[config.mk]
export PLATFORM = sky130hd
export DESIGN_NAME = key_arbiter
export DESIGN_NICKNAME = d
export VERILOG_FILES = /design/src/rtl/key_arbiter.sv
export SDC_FILE = /design/constraint.sdc
export NUM_CORES = 1
export LEC_CHECK = 0
export ABC_CLOCK_PERIOD_IN_PS = 1730
export CORE_UTILIZATION = 44
export CTS_CLUSTER_DIAMETER = 50
export DETAILED_ROUTE_END_ITERATION = 12
export PLACE_DENSITY = 0.65
export RECOVER_POWER = 25
export SKIP_CTS_REPAIR_TIMING = 1
export SYNTH_ARGS = -nofsm -noshare
export SYNTH_HDL_FRONTEND = slang
export SYNTH_SLANG_ARGS = --single-unit
[constraint.sdc]
create_clock -name clk -period 1.73 [get_ports clk]
set_input_delay 0.519 -clock clk [delete_from_list [all_inputs] [get_ports clk]]
set_output_delay 0.519 -clock clk [all_outputs]
set_load 0.02 [all_outputs]
[src/rtl/key_arbiter.sv]
// Piano key front end: synchronises and debounces 12 raw keys, then picks one
// key index for the note decoder with last-pressed priority.
module key_arbiter #(
    parameter int NUM_KEYS        = 12,
    parameter int DEBOUNCE_CYCLES = 16
) (
    input  logic                clk,
    input  logic                rst_n,
    input  logic [NUM_KEYS-1:0] keys_raw,
    input  logic                enable,
    output logic [3:0]          key_idx,
    output logic                note_on,
    output logic                note_change,
    output logic [NUM_KEYS-1:0] keys_held
);

    localparam int             CW      = $clog2(DEBOUNCE_CYCLES);
    localparam logic [CW-1:0]  CNT_MAX = CW'(DEBOUNCE_CYCLES - 1);

    typedef enum logic {IDLE, PLAY} state_t;

    logic [NUM_KEYS-1:0] sync1, sync2, deb, deb_q;
    logic [CW-1:0]       cnt [NUM_KEYS];
    logic [NUM_KEYS-1:0] press;
    logic                active_rel;
    state_t              state, state_nxt;
    logic [3:0]          idx_nxt;
    logic                chg_nxt;

    function automatic logic [3:0] lowest(input logic [NUM_KEYS-1:0] v);
        logic [3:0] r;
        r = '0;
        for (int i = NUM_KEYS - 1; i >= 0; i--) begin
            if (v[i]) r = 4'(i);
        end
        return r;
    endfunction

    // A key must disagree with its debounced level for DEBOUNCE_CYCLES
    // consecutive cycles before the debounced level follows it.
    always_ff @(posedge clk or negedge rst_n) begin
        if (!rst_n) begin
            sync1 <= '0;
            sync2 <= '0;
            deb   <= '0;
            deb_q <= '0;
            for (int i = 0; i < NUM_KEYS; i++) cnt[i] <= '0;
        end else begin
            sync1 <= keys_raw;
            sync2 <= sync1;
            deb_q <= deb;
            for (int i = 0; i < NUM_KEYS; i++) begin
                if (sync2[i] == deb[i]) begin
                    cnt[i] <= '0;
                end else if (cnt[i] == CNT_MAX) begin
                    deb[i] <= sync2[i];
                    cnt[i] <= '0;
                end else begin
                    cnt[i] <= cnt[i] + CW'(1);
                end
            end
        end
    end

    assign press      = deb & ~deb_q;
    assign active_rel = ~deb[key_idx];

    always_ff @(posedge clk or negedge rst_n) begin
        if (!rst_n) begin
            state       <= IDLE;
            key_idx     <= '0;
            note_change <= 1'b0;
        end else begin
            state       <= state_nxt;
            key_idx     <= idx_nxt;
            note_change <= chg_nxt;
        end
    end

    // A new press always beats a release of the active key in the same cycle;
    // on release with nothing new, fall back to the lowest key still held.
    always_comb begin
        state_nxt = state;
        idx_nxt   = key_idx;
        chg_nxt   = 1'b0;
        case (state)
            IDLE: begin
                if (enable) begin
                    if (|press) begin
                        state_nxt = PLAY;
                        idx_nxt   = lowest(press);
                        chg_nxt   = 1'b1;
                    end else if (|deb) begin
                        state_nxt = PLAY;
                        idx_nxt   = lowest(deb);
                        chg_nxt   = 1'b1;
                    end
                end
            end
            PLAY: begin
                if (!enable) begin
                    state_nxt = IDLE;
                end else if (|press) begin
                    idx_nxt = lowest(press);
                    chg_nxt = (lowest(press) != key_idx);
                end else if (active_rel) begin
                    if (|deb) begin
                        idx_nxt = lowest(deb);
                        chg_nxt = 1'b1;
                    end else begin
                        state_nxt = IDLE;
                    end
                end
            end
        endcase
    end

    assign note_on   = (state == PLAY);
    assign keys_held = deb;

endmodule

### Yosys cells after proc, flatten, opt, wreduce, memory -nomap -nowiden

Index checks and enable logic that the tools add are counted.

* register bits after elaboration: 102
* input port bits: 15
* output and inout port bits: 18
* word-level logic and storage cells: 172

* add/sub/neg operators: 12
* $lt $le $gt $ge: 1
* equal/unequal tests: 28
* multiplexer cells: 71
* bitwise operators: 15
* reduce and logical (&&, ||, !) cells: 15

Operator list (count)
* two-way mux 4 bit: 57
* adder 4 x 1 -> 4 bit (second input constant): 12
* == test 4 bit (second input constant): 12
* AND reduction 2 bit: 12
* OR reduction 12 bit: 2
* NOT 1 bit: 13
* AND 12 bit: 1
* == test 1 bit: 12
* NOT 12 bit: 1
* two-way mux 1 bit: 10
* one-hot mux 4 bit (2 select lines): 1
* < comparator 4 x 5 -> 1 bit (second input constant): 1
* binary-select mux 1 bit (select 4 bit): 1
* inequality test 2 bit (second input constant): 2
* inequality test 4 bit: 1
* one-hot mux 1 bit (2 select lines): 2
* inequality test 3 x 2 -> 1 bit (second input constant): 1
* AND reduction 3 bit: 1

### Longest topological paths before layout

* depth after elaboration: 21
* depth in mapped cells: 7
* gate-level depth less buffers: 6

### Worst setup path after synthesis

No wires, ideal clock.

* kind: flip-flop to flip-flop
* start: register key_idx[0]
* end: register key_idx[2]
* setup time: 0.128 ns
* arrival: 1.925 ns
* data required time: 1.602 ns
* path slack: -0.322 ns
* cell stages (with the launch flop): 6
* buffers on the path: 1
* period minus slack after synthesis: 2.052 ns
* cell sequence: dfrtp_1 > buf_2 > mux4_2 > o2111ai_1 > a32o_2 > mux2_1

* cells in the longest elaborated chain, start to end: 4

Ends and longest elaborated chain
* start: declaration: line 11 `output logic [3:0] key_idx,`
* start signal: assignment: line 75 `key_idx <= idx_nxt;`
* binary-select mux 1 bit (select 4 bit): line 66 `assign active_rel = ~deb[key_idx];`
* two-way mux 1 bit (not written as such): line 66
* inequality test 3 x 2 -> 1 bit (no line)
* AND reduction 3 bit (no line)

Every way passes these cells. The select of a mux whose other input is x is not followed.
A chain may end at the register's enable or synchronous reset.

### Final worst setup path

* start: register deb[1] (netlist: keys_held[1])
* end: register note_change

* cells in the longest elaborated chain, start to end: 10
* elaborated cells on any way between the ends: 18
* those cells by class: 1 x eq/ne; 14 x mux; 1 x bitwise; 2 x reduce/logical

Ends and longest elaborated chain
* start: declaration: line 22 `logic [NUM_KEYS-1:0] sync1, sync2, deb, deb_q;`
* start signal: indexed assignment: line 56 `deb[i] <= sync2[i];`
* AND 12 bit: line 65 `assign press = deb & ~deb_q;`
* two-way mux 4 bit (2 in series): line 34 `if (v[i]) r = 4'(i);`
* two-way mux 4 bit: line 103 `end else if (|press) begin`
* two-way mux 4 bit: line 101 `if (!enable) begin`
* two-way mux 4 bit: line 86 `case (state)`
* inequality test 4 bit: line 105 `chg_nxt = (lowest(press) != key_idx);`
* two-way mux 1 bit: line 103
* two-way mux 1 bit: line 101
* one-hot mux 1 bit (2 select lines) (*): line 86
* via chg_nxt: line 28 `logic chg_nxt;`
* end signal: assignment: line 76 `note_change <= chg_nxt;`
* end: declaration: line 13 `output logic note_change,`

The timed path passes the listed nets; every way through them passes the cells marked *. The select of a mux whose other input is x is not followed.

==> qor.yml <==
gr-usage-met1: 0.2213
postRouteAntennaNets: 0
use_met2: 0.2749
vdd_drop_max_mv: 0.6376
die_h_um: 101.7
worstHoldPathType: "input port to asynchronous set/reset pin"
worst-path-max-fanout: 5
cts.path.max_buffers: 2
layout.cells.non_filler: 583
reg2reg_depth: 6
worstSkewPairLatency_ps: 370
switchingPower_mw: 1.150
synth_edf_count: 0
ys_types: 49
worst_slew_pin_slew_ps: 884.3
place.gp.congestion: 0.8477
num_io_pins: 33
grt.total_usage: 0.1738
synth_seq_cells: 102
slew_violations: 0
grt_max_degree: 33
synth_async_sr_flop_share: 1.000
globalRouteMet3Util: 0.05176
rows: 36
grt_pass1_vias: 2948
pwr-share-seq: 0.576
crit_required_ps: 1980
ys.warnings.count: 0
synth_flop_cell: "dfrtp_1"
synth_area_um2: 4377
syn-num-nets: 386
routedWlPerCell_um: 14.09
end_kind: "flop"
drc: 0
antenna_found_initial: 0
nets: 472
layout-drive-gt1-share: 0.2711
cap_violations: 0
grt_pass1_wl_um: 13620
p_comb_frac: 0.094
power_frac_clock: 0.330
setup_viol: 6
syn_inst: 359
p_leak_nw: 2.628
setup_ws_ps: -146.2
status: "finished with violations"
intPower_mw: 3.393
grt.busiest_layer: "met2"
utilization: 0.5682
relSlewSlack: 0.4105
dr_total_vias: 2946
syn_area_per_cell_um2: 12.19
yosysSeqAreaShare: 0.5832
wl_um: 8213
post-dp-hpwl_um: 5685
portBuffers: 32
die_area_um2: 10350
cts_root_buf: "clkbuf_8"
cts_tree: "built"
n_fill_cell: 830
dieWidth_um: 101.7
n_antenna_cell: 0
path_class: "flop to flop"
p_total_mw: 4.543
htree_levels: 3
cts_buffers: 9
arrival_ps: 2130
start_kind: "flop"
fmax_ghz: 0.5330
fin_crit_ps: 1876
dp_cells: 563
vias_per_cell: 5.053
area_growth_pct: 25.73
netSwitchingFraction: 0.2532
coreArea_um2: 9684
powerDensity_nw_per_um2: 825.6
dr.pass1.iters: 4
fin_worst_hold_slack_ps: 256.5
drt-initial-drc-count: 112
finalHoldViolations: 0
start_util: 0.4519
place_worst_setup_slack_ps: -145.2
clkTransAtPathRegs_ps: 100
min_period_over_period: 1.085
rsz0062_at_grt: "true"
clock-sinks: 102
violations: "negative setup slack"
finClkSkew_ps: 14.09
overflow: 0
==> cell families (layout without fill, tap and decap cells) <==
logic type / Yosys count / in the layout / synth area share
XOR/XNOR: 25 / 25 / 0.05003
multiplexers: 16 / 16 / 0.04603
flip-flops: 102 / 102 / 0.5832
buffers and inverters: 22 / 113 / 0.02430
adder cells (fa/ha/maj): 12 / 12 / 0.03430
AO/OA/AOI/OAI: 68 / 68 / 0.09348
AND/OR/NAND/NOR: 114 / 114 / 0.1687
==> layer usage <==
layer	share of wire	vias up	routed length [um]
met4	0.018	0	150
met5	0	-	0
met2	0.47	45	3860
met3	0.042	13	346
met1	0.47	1439	3855
li1	-	1449	-
==> worst paths after layout <==
path	end	slack (ps)	from
setup / recovery	note_change	-150	keys_held[1]
hold / removal	deb_q[1]	260	rst_n
setup reg to reg	note_change	-150	keys_held[1]
hold reg to reg	sync2[0]	350	sync1[0]
max in group asynchronous	keys_held[6]	700	rst_n
min in group clk	sync2[0]	350	sync1[0]
==> power groups by stage <==
stage                     clock, mW  combinational, mW  sequential (mW)
final                          1.50              0.428             2.62
after global routing           1.66              0.479             2.64
after global placement            0              0.421             2.66
after floorplan                   0              0.234             2.65
after CTS                      1.56              0.432             2.61
after detailed placement          0              0.429             2.66
==> cell usage in the layout (no fill, tap or decap), types with 3 or more instances in the layout <==
master           instances
a21oi_1                 29
a311oi_1                 4
a31oi_1                  3
buf_4                   45
buf_6                    3
clkbuf_2                 8
clkbuf_8                 9
clkdlybuf4s50_1          3
dfrtp_1                 90
dfrtp_2                 12
dlygate4sd3_1           10
dlymetal6s2s_1          11
ha_1                    12
inv_1                   15
mux2_2                  12
nand2_1                  8
nand2b_1                 6
nand3_1                 13
nand4_1                  3
nand4b_1                11
nor2_1                  17
nor2b_1                 16
nor2b_2                  3
nor2b_4                  4
nor3b_1                 10
nor4_4                   3
o21ai_0                 15
or3_1                    3
xnor2_1                 25
==> flip-flops by register name, summed over array words and instances (netlist names) <==
signal	cells
note_change	1
cnt	48
deb_q	12
keys_held	12
key_idx	4
note_on	1
sync2	12
sync1	12
==> Yosys cell counts (all sizes together), types with 2 or more instances <==
| master | count | area [um2] |
|---|---|---|
| a31oi | 4 | 25.02 |
| nand3b | 2 | 15.01 |
| o2111ai | 2 | 17.52 |
| mux4 | 2 | 45.04 |
| nand4 | 3 | 18.77 |
| nor2 | 21 | 81.33 |
| inv | 15 | 56.30 |
| or2b | 2 | 15.01 |
| ha | 12 | 150.1 |
| nor3b | 10 | 75.07 |
| o31ai | 2 | 15.01 |
| mux2 | 13 | 146.4 |
| o21ai | 15 | 75.07 |
| nand4b | 11 | 96.34 |
| dfrtp | 102 | 2552 |
| xnor2 | 25 | 219.0 |
| or4 | 2 | 18.77 |
| buf | 7 | 50.05 |
| a211oi | 2 | 15.01 |
| nor3 | 2 | 10.01 |
| nor2b | 23 | 173.9 |
| nand2 | 8 | 30.03 |
| a311oi | 4 | 35.03 |
| nand2b | 6 | 37.54 |
| nor4 | 4 | 46.29 |
| or3 | 3 | 18.77 |
| nand3 | 14 | 70.07 |
| a21oi | 31 | 155.2 |
==> critical path, stage by stage, from the launching register on <==
cell and delay (ps):
dfrtp_2 450, nor2b_4 160, or4_4 570, nor2_4 100, and4bb_1 190, a311oi_1 50, o31a_1 250
==> metrics by stage <==
stage,area [um2],setup TNS [ps]
floorplan,4400,-486.9
global placement,5199,-423.0
detailed placement,5199,-589.4
CTS,5396,-6236
global route,5503,-1037
finish,5503,-538.6
==> cell type report <==
cell class	count	area, um2	area share
clock buffer	10	127.6	0.02319
clock inverter	6	70.07	0.01273
inverter	15	56.30	0.01023
multi-input combinational	235	1795	0.3263
sequential	102	2567	0.4666
tap	133	166.4	0.03024
timing repair buffer	82	719.4	0.1307
No activity file was read; power rests on OpenSTA's default activity.
==> RTL edit 1: new RTL, config.mk and constraints unchanged <==
The parameter `DEBOUNCE_CYCLES` goes from 16 to 8.
--- a/src/rtl/key_arbiter.sv
+++ b/src/rtl/key_arbiter.sv
@@ -4,3 +4,3 @@
     parameter int NUM_KEYS        = 12,
-    parameter int DEBOUNCE_CYCLES = 16
+    parameter int DEBOUNCE_CYCLES = 8
 ) (
Function: no difference found for any inputs over 10 cycles, from zero or initial values and one cycle with rst_n low; that may be too few to reach the edited logic, so the function may still have changed.
==> RTL edit 1 against the unedited design <==
  * Die area down 14%
  * Sequential cell count down 12
  * The flow still finishes with violations (negative setup slack)
  * Cell area shrank 12%
  * Routed wire length shrank 23%
  * Setup slack improved by 0.0020 ns
  * Area after synthesis decreased by 14%
  * Clock skew decreased by 0.0031 ns
  * Highest routed layer unchanged
Power is not compared: it rests on default switching activity, and its combinational part moved more than twofold at a synthesized area within 25%.
==> RTL edit 1: results <==
final_layout:
  largest_reg_flops: 36
  multi_input_area_mm2: 0.001493
  nFillCells: 679
  fin_cells: 472
  diodes: 0
  top_register: "cnt"
  fin_nets: 401
grt:
  grtUsageMet3_pct: 5.233
  globalRouteTotalUtil_pct: 16.17
  use_met2_pct: 24.09
  grt_pass1_vias: 2361
routing:
  wl_met2_mm: 2.836
  dr_wl_met3_um: 221
  drtIter0Drc: 70
  drt-wirelength-per-cell_um: 13.43
  num_vias: 2306
  wl_met1_mm: 3.121
worst_setup_path:
  reg2regPathDepth: 5
  worst_path_max_delay_cell: "mux4_2"
  cp_top_family: "multiplexers"
  regToRegEndpoint: "key_idx[1]$_DFFE_PN0P_"
  crit_path_max_incr_delay_ns: 0.46
  crit_fanout: 4
pwr:
  switching_share_pct: 35.28
  vdd_drop_max_v: 0.0007698
  totalPowerFinal_mw: 9.881
synthesis:
  synth_cell_type_count: 48
  yosysWarnings: 0
  synthTopCellsByArea: "dfrtp_1 60%, ha_1 8.0%, and2_1 3.7%"
  ys_top_cells_by_count: "90 x dfrtp_1, 24 x ha_1, 22 x and2_1, 13 x nor3b_1, 11 x xor2_1"
  synthMuxAreaShare_pct: 5.025
  synthAdderAreaFrac_pct: 7.987
  synth_xor_area_share_pct: 3.261
  synth_compound_area_share_pct: 6.789
  seq_area_frac_synth_pct: 59.90
  synth_cells: 268
  syn-num-nets: 307
sta:
  setup_slack_ns: -0.1443
  fin_worst_skew_ns: 0.01097
  whs_ns: 0.2237
  finalSetupViolations: 5
  finalSetupTns_ns: -0.4864
  slew_headroom_pct: 47.54
placed_design:
  hpwl_mm: 4.528
  dp.cells: 448
  pre_cts_slack_ns: -0.1971
  place_congestion: 0.8344
status:
  violations: "negative setup slack"
  outcome: "complete, but fails checks"
RTL edit 1: worst max-delay path by stage:
stage / start / to / slack [ns]
after floorplan: keys_held[2]$_DFFE_PN0P_ / key_idx[1]$_DFFE_PN0P_ / -0.14
after global placement: enable / key_idx[1]$_DFFE_PN0P_ / -0.17
after detailed placement: enable / key_idx[1]$_DFFE_PN0P_ / -0.20
after CTS: keys_held[9]$_DFFE_PN0P_ / keys_held[9] / -0.43
after global routing: keys_held[5]$_DFFE_PN0P_ / note_change$_DFF_PN0_ / -0.22
final: keys_held[1]$_DFFE_PN0P_ / key_idx[1]$_DFFE_PN0P_ / -0.14
RTL edit 1: layout make-up:
type | count | share of cell area (%)
Tap cell | 105 | 2.705
Clock inverter | 7 | 2.061
Inverter | 7 | 0.5410
Clock buffer | 9 | 2.550
Timing Repair Buffer | 85 | 14.89
Sequential cell | 90 | 46.52
Multi-Input combinational cell | 169 | 30.73
==> RTL edit 2: new RTL, same settings <==
Made on the original files. Put a register stage on the output `note_on`. The value now appears one clock later. The other outputs are not delayed to match.
--- a/src/rtl/key_arbiter.sv
+++ b/src/rtl/key_arbiter.sv
@@ -117,3 +117,5 @@
 
-    assign note_on   = (state == PLAY);
+    always_ff @(posedge clk) begin
+        note_on <= (state == PLAY);
+    end
     assign keys_held = deb;
Behaviour: same outputs for any inputs over 10 cycles, from zero or initial values and one cycle with rst_n low; that may be too few to reach the edited logic, so the function may still have changed.
==> RTL edit 2 against the unedited design <==
  * The run still ends with negative setup slack left
  * Synthesized cell count rose by 0.28%
  * Setup slack got worse by 0.051 ns
  * Fmax shrank 2.7%
  * Routed wire length fell by 3.8%
  * Cell area shrank 1.5%
  * Global-route usage is 0.19 points lower
  * Area after synthesis grew 0.46%
  * Power rose by 1.1%
  * Sequential cell count up 1
  * Critical path type unchanged
  * Largest cell class unchanged
  * Highest routed layer unchanged
==> RTL edit 2: results <==
hold_path:
  hold_path_class: "input pin to async pin"
clock_tree:
  clk_pin_slew_ns: 0.10
  cts_buffer_depth: 2
  htreeDepth: 3
  root_buffer: "clkbuf_8"
  numCtsBuffers: 9
  insertion_delay_ns: 0.37
final_layout:
  top_register: "cnt"
  diodes: 0
  drive_gt1_share_pct: 25.00
  fin_nets: 462
grt:
  grt_pass1_vias: 2958
  globalRouteTotalUtil_pct: 17.19
  grtUsageMet3_pct: 5.267
  grt_pass1_wl_mm: 13.58
  use_met1_pct: 22.27
  grt_max_degree: 66
  use_met2_pct: 26.69
  antenna_found_initial: 0
worst_setup_path:
  crit_fanout: 5
  crit_path_max_incr_delay_ns: 0.56
  regToRegEndpoint: "note_change$_DFF_PN0_"
  reg2reg_from: "keys_held[1]$_DFFE_PN0P_"
  arrival_ns: 2.19
  cp_top_family: "simple AND/OR/NAND/NOR gates"
  reg2regPathDepth: 6
synthesis:
  synthTopCellsByArea: "dfrtp_1 58%, xnor2_1 5.0%, a21oi_1 3.5%"
  synth_cell_type_count: 50
  seq_area_frac_synth_pct: 58.51
  syn-num-nets: 387
  ys_top_cells_by_count: "102 x dfrtp_1, 31 x a21oi_1, 25 x xnor2_1, 20 x nor2_1, 17 x nor2b_1"
  synthArstFlopShare_pct: 99.03
  synthFlopType: "dfrtp_1"
sta:
  finalSetupTns_ns: -0.8235
  slew_headroom_pct: 42.96
  setup_slack_ns: -0.1975
  finalSetupViolations: 6
  fin_worst_skew_ns: 0.007062
placed_design:
  hpwl_mm: 5.588
  place_congestion: 0.8861
  pre_cts_slack_ns: -0.2053
  io_buffers: 32
routing:
  drt-pass1-iter-count: 4
  via_per_inst: 5.215
  drtIter0Drc: 96
  routed_wl_mm: 7.902
status:
  violations: "negative setup slack"
  outcome: "complete, but fails checks"
pwr:
  leakagePower_nw: 2.551
  p_int_mw: 3.447
  vdd_drop_max_v: 0.0006723
-- RTL edit 2: cell count changes after synthesis, sizes merged --
cell,unedited run,this run
dfxtp,0,1
-- RTL edit 2: logic make-up after synthesis --
family                   Yosys count  synth area share [%]
buffers and inverters             22                 2.419
AND/OR/NAND/NOR                  114                 16.79
flip-flops                       103                 58.51
XOR/XNOR                          25                 4.980
multiplexers                      16                 4.582
AO/OA/AOI/OAI                     68                 9.306
adder cells (fa/ha/maj)           12                 3.415
-- RTL edit 2: worst reg2reg max path, stage by stage (launching register included) --
cell	delay, ns
dfrtp_2	0.46
nor2b_4	0.15
or4_4	0.56
nor2_4	0.11
and4bb_1	0.21
a311oi_2	0.05
o31a_1	0.29
-- RTL edit 2: layer usage --
metal,vias up,part of all wire (%),routed length (um)
met3,17,4.7,369
met4,0,2.3,183
met1,1479,47,3699
met2,54,46,3650
li1,1438,-,-
met5,-,0,0
-- RTL edit 2: worst max-delay path by stage --
stage | startpoint | cells past startpoint | endpoint | slack [ns]
after floorplan | keys_held[3]$_DFFE_PN0P_ | 7 | note_change$_DFF_PN0_ | -0.23
after global placement | keys_held[2]$_DFFE_PN0P_ | 6 | key_idx[2]$_DFFE_PN0P_ | -0.16
after detailed placement | keys_held[2]$_DFFE_PN0P_ | 6 | key_idx[2]$_DFFE_PN0P_ | -0.21
after CTS | keys_held[7]$_DFFE_PN0P_ | 1 | keys_held[7] | -0.43
after global routing | keys_held[1]$_DFFE_PN0P_ | 6 | note_change$_DFF_PN0_ | -0.26
final | keys_held[1]$_DFFE_PN0P_ | 6 | note_change$_DFF_PN0_ | -0.20
-- RTL edit 2: area by class of cell --
type / instances / area [um2]
clock buffer: 10 / 137.6
tap: 133 / 166.4
inverter: 15 / 56.30
sequential: 103 / 2586
clock inverter: 6 / 67.56
fill: 847 / 4312
timing repair buffer: 71 / 609.3
multi-input combinational: 235 / 1794
-- RTL edit 2: stage by stage --
| step | util (%) | std cells | hold WS [ns] | power, mW | area, um2 |
|---|---|---|---|---|---|
| detailed placement | 52.89 | 556 | 0.3355 | 3.110 | 5146 |
| floorplan | - | 360 | 0.2234 | 2.911 | 4420 |
| finish | 55.68 | 573 | 0.2103 | 4.594 | 5418 |
| global route | 55.68 | 573 | 0.2333 | 4.822 | 5418 |
| CTS | 55.00 | 572 | 0.1368 | 4.659 | 5351 |
| global placement | 52.89 | 556 | 0.3336 | 3.096 | 5146 |
-- RTL edit 2: power by group through the flow --
stage	clock, mW	combinational (mW)	sequential (mW)
4_1_cts	1.59	0.427	2.64
3_3_place_gp	0	0.417	2.68
6_report	1.53	0.418	2.64
2_1_floorplan	0	0.234	2.68
5_1_grt	1.69	0.471	2.66
3_5_place_dp	0	0.423	2.69
